[src/rtl/branch_predictor_if.sv]
// Fetch lookup, EX-stage training and status signals of the branch history table.
// The pipeline side uses master; the predictor uses slave.
interface branch_predictor_if;
    logic [31:0] IF_pc;
    logic [1:0]  IF_branch_prediction;
    logic        IF_predict_taken;
    logic        EX_Branch;
    logic [31:0] EX_pc;
    logic [1:0]  EX_branch_prediction;
    logic [1:0]  prediction_status;
    logic        ready;
    logic [31:0] branch_count;
    logic [31:0] mispredict_count;

    modport master (
        output IF_pc, EX_Branch, EX_pc, EX_branch_prediction, prediction_status,
        input  IF_branch_prediction, IF_predict_taken, ready, branch_count, mispredict_count
    );

    modport slave (
        input  IF_pc, EX_Branch, EX_pc, EX_branch_prediction, prediction_status,
        output IF_branch_prediction, IF_predict_taken, ready, branch_count, mispredict_count
    );
endinterface

[src/rtl/branch_predictor.sv]
// Branch history table of 2-bit saturating counters with table-init FSM,
// training from resolved EX branches and branch/mispredict performance counters.
module branch_predictor #(
    parameter int unsigned INDEX_BITS   = 6,
    parameter logic [1:0]  INIT_COUNTER = 2'b01
) (
    input  logic               clk,
    input  logic               rst,
    input  logic               clear,
    branch_predictor_if.slave  bp
);
    localparam int unsigned ENTRIES = 1 << INDEX_BITS;
    localparam logic [INDEX_BITS-1:0] IDX_ONE = 1;

    typedef enum logic {S_INIT, S_READY} state_t;

    state_t                state, state_nxt;
    logic                  ready_int;
    logic [INDEX_BITS-1:0] init_idx;
    logic [1:0]            bht [ENTRIES];
    logic [INDEX_BITS-1:0] rd_idx, wr_idx;
    logic                  train, mispredict;
    logic [1:0]            old_val, trained_val;
    logic [31:0]           branch_cnt, mispredict_cnt;
    logic                  unused_pc_bits;

    assign rd_idx  = bp.IF_pc[INDEX_BITS+1:2];
    assign wr_idx  = bp.EX_pc[INDEX_BITS+1:2];
    assign old_val = bp.EX_branch_prediction;
    assign unused_pc_bits = ^{bp.IF_pc[31:INDEX_BITS+2], bp.IF_pc[1:0],
                              bp.EX_pc[31:INDEX_BITS+2], bp.EX_pc[1:0]};

    always_ff @(posedge clk or posedge rst) begin
        if (rst) state <= S_INIT;
        else     state <= state_nxt;
    end

    always_comb begin
        state_nxt = state;
        if (clear) begin
            state_nxt = S_INIT;
        end else begin
            case (state)
                S_INIT:  if (init_idx == '1) state_nxt = S_READY;
                S_READY: state_nxt = S_READY;
                default: state_nxt = S_INIT;
            endcase
        end
    end

    always_comb begin
        ready_int = (state == S_READY);
    end

    always_ff @(posedge clk or posedge rst) begin
        if (rst)                  init_idx <= '0;
        else if (clear)           init_idx <= '0;
        else if (state == S_INIT) init_idx <= init_idx + IDX_ONE;
    end

    // Clear outranks training; status 3 is reserved and never trains.
    assign train      = bp.EX_Branch & ready_int & ~clear & (bp.prediction_status != 2'd3);
    assign mispredict = (bp.prediction_status == 2'd0) | (bp.prediction_status == 2'd1);

    always_comb begin
        trained_val = old_val;
        case (bp.prediction_status)
            2'd0:    trained_val = (old_val == 2'b11) ? 2'b11 : old_val + 2'd1;
            2'd1:    trained_val = (old_val == 2'b00) ? 2'b00 : old_val - 2'd1;
            2'd2:    trained_val = old_val[1] ? 2'b11 : 2'b00;
            default: trained_val = old_val;
        endcase
    end

    always_ff @(posedge clk) begin
        if (!clear) begin
            if (state == S_INIT) bht[init_idx] <= INIT_COUNTER;
            else if (train)      bht[wr_idx]   <= trained_val;
        end
    end

    always_ff @(posedge clk or posedge rst) begin
        if (rst) begin
            branch_cnt     <= '0;
            mispredict_cnt <= '0;
        end else if (clear) begin
            branch_cnt     <= '0;
            mispredict_cnt <= '0;
        end else if (train) begin
            if (branch_cnt != '1)
                branch_cnt <= branch_cnt + 32'd1;
            if (mispredict && mispredict_cnt != '1)
                mispredict_cnt <= mispredict_cnt + 32'd1;
        end
    end

    assign bp.ready                = ready_int;
    assign bp.IF_branch_prediction = ready_int ? bht[rd_idx] : INIT_COUNTER;
    assign bp.IF_predict_taken     = bp.IF_branch_prediction[1] & ready_int;
    assign bp.branch_count         = branch_cnt;
    assign bp.mispredict_count     = mispredict_cnt;
endmodule

[src/flat_wrapper.sv]
// flat-port wrapper written by rule: the top's interface ports become plain ports
module branch_predictor_flat 
#(
    parameter int unsigned INDEX_BITS   = 6,
    parameter logic [1:0]  INIT_COUNTER = 2'b01
)
  (clk, rst, clear, bp_IF_pc, bp_EX_Branch, bp_EX_pc, bp_EX_branch_prediction, bp_prediction_status, bp_IF_branch_prediction, bp_IF_predict_taken, bp_ready, bp_branch_count, bp_mispredict_count);
  branch_predictor_if bp_i ();
  input  logic clk;
  input  logic rst;
  input  logic clear;
  input wire logic [$bits(bp_i.IF_pc)-1:0] bp_IF_pc;
  input wire logic [$bits(bp_i.EX_Branch)-1:0] bp_EX_Branch;
  input wire logic [$bits(bp_i.EX_pc)-1:0] bp_EX_pc;
  input wire logic [$bits(bp_i.EX_branch_prediction)-1:0] bp_EX_branch_prediction;
  input wire logic [$bits(bp_i.prediction_status)-1:0] bp_prediction_status;
  output wire logic [$bits(bp_i.IF_branch_prediction)-1:0] bp_IF_branch_prediction;
  output wire logic [$bits(bp_i.IF_predict_taken)-1:0] bp_IF_predict_taken;
  output wire logic [$bits(bp_i.ready)-1:0] bp_ready;
  output wire logic [$bits(bp_i.branch_count)-1:0] bp_branch_count;
  output wire logic [$bits(bp_i.mispredict_count)-1:0] bp_mispredict_count;
  assign bp_i.IF_pc = bp_IF_pc;
  assign bp_i.EX_Branch = bp_EX_Branch;
  assign bp_i.EX_pc = bp_EX_pc;
  assign bp_i.EX_branch_prediction = bp_EX_branch_prediction;
  assign bp_i.prediction_status = bp_prediction_status;
  assign bp_IF_branch_prediction = bp_i.IF_branch_prediction;
  assign bp_IF_predict_taken = bp_i.IF_predict_taken;
  assign bp_ready = bp_i.ready;
  assign bp_branch_count = bp_i.branch_count;
  assign bp_mispredict_count = bp_i.mispredict_count;
  branch_predictor #(.INDEX_BITS(INDEX_BITS), .INIT_COUNTER(INIT_COUNTER)) u_core (.clk(clk), .rst(rst), .clear(clear), .bp(bp_i));
endmodule
[config.mk]
export PLATFORM = sky130hd
export DESIGN_NAME = branch_predictor_flat
export DESIGN_NICKNAME = d
export VERILOG_FILES = /design/src/rtl/branch_predictor_if.sv /design/src/rtl/branch_predictor.sv /design/src/flat_wrapper.sv
export SDC_FILE = /design/constraint.sdc
export NUM_CORES = 1
export LEC_CHECK = 0
export ABC_AREA = 1
export BUFFER_PORTS_ARGS = -buffer_cell sky130_fd_sc_hd__buf_2
export CORE_MARGIN = 10
export CORE_UTILIZATION = 50
export CTS_CLUSTER_SIZE = 28
export DETAILED_ROUTE_END_ITERATION = 8
export PLACE_DENSITY = 0.74
export SLEW_MARGIN = 5
export SYNTH_ARGS = -nofsm -noshare
export SYNTH_HDL_FRONTEND = slang
export SYNTH_SLANG_ARGS = --single-unit
[constraint.sdc]
create_clock -name clk -period 9.38 [get_ports clk]
set_input_delay 1.876 -clock clk [delete_from_list [all_inputs] [get_ports clk]]
set_output_delay 1.876 -clock clk [all_outputs]
set_load 0.03 [all_outputs]
==> out/qor.txt, run 1 <==
Outcome = completed
Remaining global-route overflow = 0
Worst-path clk slew = 0.07 ns
CP Capture Type = output pin
Largest net degree at the start of global routing = 72
Fin. Hold Viols = 0
Seq cells post-synth = 199
CTS Buffer Depth = 2
# setup viols final = 0
GRT Total Usage = 0.1929
Top FF cell, synth = edfxtp_1
Port Buffers = 87
Final slew viol count = 0
Area fraction of the dominant cell type after synthesis = 0.3730
Slew Limit Headroom = 0.2613
Die width = 163.6 µm
P_leak = 4.772 nW
Vias = 8645
Clock network latency to the later pin of the worst-skew pair = 0.44 ns
Minimum clock period = 6.276 ns
Switching Fraction = 0.2288
Post-CTS Resized = 0
Startpoint types = input pin
Power per Cell Area = 155.2 nW/µm²
Int Pwr = 0.001378 W
Yosys warns = 0
Die area = 26750 µm²
Floorplan core area = 20230 µm²
Root Driver = clkbuf_16
DRC Markers = 0
Area contributors post-synth = edfxtp_1 (37%), dfrtp_1 (17%), nand2_1 (14%), nand3_1 (9.1%), nor2_1 (5.1%)
Drt pass-1 iters = 5
Die Y = 163.6 µm
Ratio of cells with drive above 1 in the final layout = 0.1165
TritonCTS clock tree = yes
Cell Area, Synth = 10300 µm²
Number of distinct library cells after synthesis = 37
Synthesized area per cell = 8.351 µm²
Total wire length = 25490 µm
P_sw = 0.0004090 W
Sequential share of power = 0.522
Layout net count = 1375
Initial antenna violation count = 1
Num CTS Buffers = 17
Critical Path Fanout Max = 65
F_max = 159.3 MHz
Worst Path Arrival = 4.40 ns
H-tree levels = 4
Initial core utilization = 0.5093
Drt via density = 5.458
Routed Antenna Nets = 0
Worst-Margin Slew = 1.107 ns
RSZ-0062 raised after global routing = false
Placement Setup Slack = 3.145 ns
Wire per inst = 16.09 µm
# fillers = 1805
Setup Buffers After CTS = 0
Vias in the first global route = 8514
Setup ws final = 3.104 ns
GPL Wtd Cong = 0.9252
HPWL Detailed = 17120 µm
Clk sinks = 199
Ratio of final minimum period to clock period = 0.6691
Worst EP required = 7.50 ns
# IOs = 140
FF-to-FF setup slack = 6.63 ns
Async SR Flop Fraction = 0.3568
First-pass GRT wire length = 41460 µm
Cells after synthesis = 1234
Clock Skews = 0.01177 ns
Syn_nets = 1309
Max-cap viol count = 0
Synth-to-Final Area Change = 11.78%
Combinational power share = 0.053
Dominant cell type by area after synthesis = edfxtp_1
DR iter-0 viols = 770
Row count = 52
Clock power frac = 0.425
Min-Delay Path Class = reg2reg
Cts hold-fix bufs = 0
Crit Path Class = in2out
Sequential area share after synthesis = 0.5454
Setup TNS = 0 ns
Post-synth EDFFs = 128
Max IR drop VDD = 0.1286 mV
[layer usage]
layer  part of all wire  GRT usage  routed length, µm  vias to the layer above
met1               0.41     0.2349              10530                     4042
li1                   -          -                  -                     4260
met3              0.077    0.04556               1956                       46
met2               0.49     0.3232              12420                      297
met4              0.023    0.07799                583                        0
met5                  0          0                  0                        -
[through the flow]
step	instances	utilization	power [W]	instance area (µm²)	hold slack, ns
4_1_cts	1583	0.5691	0.001795	11520	0.5020
5_1_grt	1583	0.5691	0.001843	11520	0.5234
2_1_floorplan	1234	-	0.001019	10300	0.4556
3_5_place_dp	1551	0.5386	0.001045	10900	0.4902
3_3_place_gp	1551	0.5386	0.001044	10900	0.4800
6_report	1584	0.5693	0.001787	11520	0.4998
[synthesized netlist by cell type, types with 4 or more instances]
cell type / instances
a21oi_1: 11
buf_1: 7
buf_2: 6
clkbuf_1: 25
dfrtp_1: 71
edfxtp_1: 128
inv_1: 83
inv_2: 4
nand2_1: 382
nand3_1: 187
nand4_1: 20
nor2_1: 140
nor3_1: 31
nor4_1: 9
o21ai_0: 53
o21ai_1: 6
o21ai_2: 5
o31ai_1: 4
or2_2: 8
xor2_1: 20
[registers in the layout, indices dropped and copies added (netlist names)]
signal / cells
u_core.bht: 128
u_core.init_idx: 6
u_core.bp.ready: 1
u_core.bp.branch_count: 32
u_core.bp.mispredict_count: 32
[final cells by class]
cell class	count	area [µm²]	area share
Timing Repair Buffer	93	480.5	0.04171
Antenna cell	1	2.502	0.0002173
Multi-Input combinational cell	901	4116	0.3574
Tap cell	270	337.8	0.02933
Inverter	88	342.8	0.02976
Clock buffer	18	429.2	0.03726
Clock inverter	14	188.9	0.01640
Sequential cell	199	5620	0.4879
[cell families (layout without fill, tap and decap cells)]
family | Yosys count | count (layout) | share of synthesized area
compound gates | 84 | 84 | 0.04492
xor+xnor | 23 | 23 | 0.01955
fa+ha+maj | 3 | 3 | 0.003643
buf+inv | 134 | 213 | 0.05670
flops | 199 | 199 | 0.5454
other cells | 0 | 1 | 0
simple gates | 791 | 791 | 0.3298
[worst max-delay path, cell delays in order]
cell and delay [ns]:
buf_2 0.10, buf_4 0.31, inv_2 0.87, nand2_1 0.15
nand3_1 0.13, nand3_1 0.08, nand2_1 0.13, nand2_1 0.07
nand3_1 0.08, nand3_1 0.07, a21oi_1 0.21, buf_2 0.25
[placed cells by master, fill, tap and decap left out, drive strengths merged, types with 3 or more instances in the layout]
master / instances
or2: 8
nand4: 21
buf: 93
ha: 3
nor2: 143
o21ai: 64
nand2: 384
nor3: 31
inv: 92
clkinv: 5
clkbuf: 18
nor4: 9
xor2: 20
xnor2: 3
edfxtp: 128
a21o: 3
dfrtp: 71
bufinv: 3
nand3: 189
a21oi: 11
nand3b: 3
o31ai: 4
[power by group through the flow]
stage	Combinational (W)	Clock, W	Sequential (W)
4_1_cts	0.0000949	0.000768	0.000932
6_report	0.0000945	0.000760	0.000932
3_5_place_dp	0.0000944	0	0.000951
2_1_floorplan	0.0000657	0	0.000953
3_3_place_gp	0.0000925	0	0.000951
5_1_grt	0.000105	0.000805	0.000933
[final timing paths]
path | from | endpoint | cells after the start
min in group asynchronous | rst | u_core.bp.branch_count[5] | 3
setup / recovery | bp_IF_pc[2] | bp_IF_predict_taken | 12
hold / removal | u_core.init_idx[4] | u_core.init_idx[4] | 1
max in group asynchronous | rst | u_core.bp.branch_count[26] | 3
setup reg to reg | u_core.bp.ready | u_core.bht[23][0] | 6
hold reg to reg | u_core.init_idx[4] | u_core.init_idx[4] | 1
Note: power is estimated with default switching activity, not from simulation.
==> run 2: changes to the inputs <==
--- a/config.mk
+++ b/config.mk
@@ -5,13 +5,13 @@
 export SDC_FILE = /design/constraint.sdc
 export NUM_CORES = 1
 export LEC_CHECK = 0
-export ABC_AREA = 1
+export ABC_AREA = 0
 export BUFFER_PORTS_ARGS = -buffer_cell sky130_fd_sc_hd__buf_2
 export CORE_MARGIN = 10
 export CORE_UTILIZATION = 50
 export CTS_CLUSTER_SIZE = 28
 export DETAILED_ROUTE_END_ITERATION = 8
-export PLACE_DENSITY = 0.74
+export PLACE_DENSITY = 0.77
 export SLEW_MARGIN = 5
 export SYNTH_ARGS = -nofsm -noshare
 export SYNTH_HDL_FRONTEND = slang
==> constraint.sdc (replaced) <==
create_clock -name clk -period 5.6 [get_ports clk]
set_input_delay 1.12 -clock clk [delete_from_list [all_inputs] [get_ports clk]]
set_output_delay 1.12 -clock clk [all_outputs]
set_load 0.03 [all_outputs]
==> run 2 against run 1 <==
Area after synthesis fell by 8.3%. Global-route usage fell by 1.4 points. Power rose by 60%. Cell area fell by 7.5%. Largest cell class unchanged. Highest routed layer unchanged.
==> out/qor.txt, run 2 <==
R2R Path Start = u_core.bp.ready
DR iter-0 viols = 445
CP Cell Sequence = buf_2, buf_4, mux4_2, mux2i_1, nor2_1, o22ai_1, a21oi_1, buf_2
Initial antenna violation count = 0
Wire per inst = 19.72 µm
Count leader, synth = edfxtp_1
CP Capture Type = output pin
Final Power = 0.002865 W
CP max stage cell = buf_2
Clk sinks = 199
Placed Instance Area = 10090 µm²
Setup ws final = 1.235 ns
Min-Delay Path Class = reg2reg
GRT Total Usage = 0.1786
Clock Skews = 0.009710 ns
Seq cells post-synth = 199
Worst Path Arrival = 3.24 ns
Cells after synthesis = 768
Leading cell types by count after synthesis = edfxtp_1 (128), nor2_1 (101), dfrtp_1 (71), a21oi_1 (52), nand2_1 (49)
Sequential area share after synthesis = 0.5950
Most frequent cells in the layout = edfxtp_1 (128), nor2_1 (101), buf_2 (87)
TritonCTS clock tree = yes
Most common cell after layout, fill and taps aside = edfxtp_1
H-tree levels = 4
Fin. Hold Viols = 0
Outcome = completed
Most used cell, CP = buf_2
Largest net degree at the start of global routing = 76
Number of distinct library cells after synthesis = 58
Top FF cell, synth = edfxtp_1
Row count = 50
Antenna cells = 0
Ratio of final minimum period to clock period = 0.7795
# setup viols final = 0
Final core occ = 0.5713
Worst-path clk slew = 0.07 ns
Yosys warns = 0
Max IR drop VDD = 0.2463 mV
Root Driver = clkbuf_16
Die area = 24790 µm²
Worst-Margin Slew = 1.063 ns
Async SR Flop Fraction = 0.3568
Synthesized area per cell = 12.30 µm²
Slew Limit Headroom = 0.2914
Top reg by flops = u_core.bht
Synth-to-Final Area Change = 12.76%
Num CTS Buffers = 17
First-pass GRT wire length = 35160 µm
Routed Antenna Nets = 0
P_leak = 4.132 nW
Minimum clock period = 4.365 ns
# IOs = 140
Final slew viol count = 0
F_max = 229.1 MHz
Clock network latency to the later pin of the worst-skew pair = 0.44 ns
CTS Buffer Depth = 2
Power per Cell Area = 269.0 nW/µm²
Layout net count = 922
Vias in the first global route = 6632
Setup TNS = 0 ns
Setup Buffers After CTS = 0
Max-cap viol count = 0
Port Buffers = 87
Drt pass-1 iters = 5
Ratio of cells with drive above 1 in the final layout = 0.2174
Floorplan core area = 18640 µm²
Die Y = 157.4 µm
Area fraction of the dominant cell type after synthesis = 0.4069
Total wire length = 21570 µm
DRC Markers = 0
Cts hold-fix bufs = 0
Placement Setup Slack = 1.165 ns
Dominant cell type by area after synthesis = edfxtp_1
Syn_nets = 843
Crit Path Class = in2out
Initial core utilization = 0.5066
Crit-path max cell delay = 0.55 ns
Drt via density = 6.115
Cell Area, Synth = 9445 µm²
Post-route cell area = 10650 µm²
Critical Path Fanout Max = 20
Area contributors post-synth = edfxtp_1 (41%), dfrtp_1 (19%), mux4_2 (7.6%), nor2_1 (4.0%), a21oi_1 (2.8%)
Post-CTS Resized = 0
HP Start = u_core.bp.mispredict_count[31]
Max FFs per register = 128
Vias = 6690
Post-synth EDFFs = 128
Worst Setup SP = bp_IF_pc[2]
GPL Wtd Cong = 0.7991
CP bufs+invs = 3
Die width = 157.4 µm
Cell family with most CP delay = buffers and inverters
Worst EP required = 4.48 ns
Startpoint types = input pin
Remaining global-route overflow = 0
HPWL Detailed = 14420 µm
RSZ-0062 raised after global routing = false
## run 2: changes by cell type in the layout (fill, tap and decap cells not counted), moves of 23 or more
cell,before,now
a21oi_1,11,51
inv_1,82,7
mux4_2,0,32
nand2_1,382,49
nand3_1,187,36
nor2_1,140,101
nor3_1,30,7
o21ai_0,53,29
or3_1,0,25
## run 2: path summary, 6_finish.rpt
kind / slack (ns) / to / cells after the start
max: 1.24 / bp_IF_branch_prediction[0] / 8
min: 0.53 / u_core.bp.mispredict_count[31] / 1
max reg2reg: 2.44 / u_core.bht[2][0] / 5
min reg2reg: 0.53 / u_core.bp.mispredict_count[31] / 1
max in group asynchronous: 3.84 / u_core.bp.branch_count[5] / 3
min in group asynchronous: 0.80 / u_core.bp.mispredict_count[30] / 2
## run 2: power breakdown
part / leakage [nW] / switching, W / internal [W]
clock network: 0.283 / 0.000568 / 0.000606
logic: 1.49 / 0.0000838 / 0.0000441
registers: 2.36 / 0.00000764 / 0.00156
total: 4.13 / 0.000660 / 0.00221
## run 2: final cells by class
cell class	instances	area, µm²
Clock buffer	19	452.9
Clock inverter	13	107.6
Fill cell	1536	7993
Inverter	8	30.03
Multi-Input combinational cell	526	3651
Sequential cell	199	5620
Tap cell	234	292.8
Timing Repair Buffer	95	495.5
## run 2: layer usage
| layer | vias up | wire length (µm) | global-route usage |
|---|---|---|---|
| li1 | 3125 | - | - |
| met1 | 3318 | 9374 | 0.2357 |
| met2 | 220 | 10360 | 0.2821 |
| met3 | 27 | 1506 | 0.04640 |
| met4 | 0 | 333 | 0.05788 |
| met5 | - | 0 | 0 |
## run 2: metrics by stage
| step | std cells | hold WS (ns) |
|---|---|---|
| after floorplan | 768 | 0.5588 |
| after global placement | 1062 | 0.4967 |
| after detailed placement | 1062 | 0.5118 |
| after CTS | 1094 | 0.5339 |
| after global routing | 1094 | 0.5717 |
| final | 1094 | 0.5336 |
## run 2: worst register-to-register path, cell delays in order, from the launching register on
cell and delay, ns:
dfrtp_1 0.72, nand4_1 0.66, buf_4 0.43, o32ai_1 0.26
nand2_1 0.42, nor2_1 0.34
## run 2: kinds of logic (layout without fill, tap and decap cells)
logic type | Yosys count | after routing | share of synthesized area
DFF | 199 | 199 | 0.5950
adders and majority gates | 4 | 4 | 0.005034
buffers and inverters | 43 | 135 | 0.01961
muxes | 57 | 57 | 0.1044
and+or+nand+nor | 313 | 313 | 0.1718
xor gates and xnor gates | 17 | 17 | 0.01576
AOI/OAI and AO/OA | 135 | 135 | 0.08836
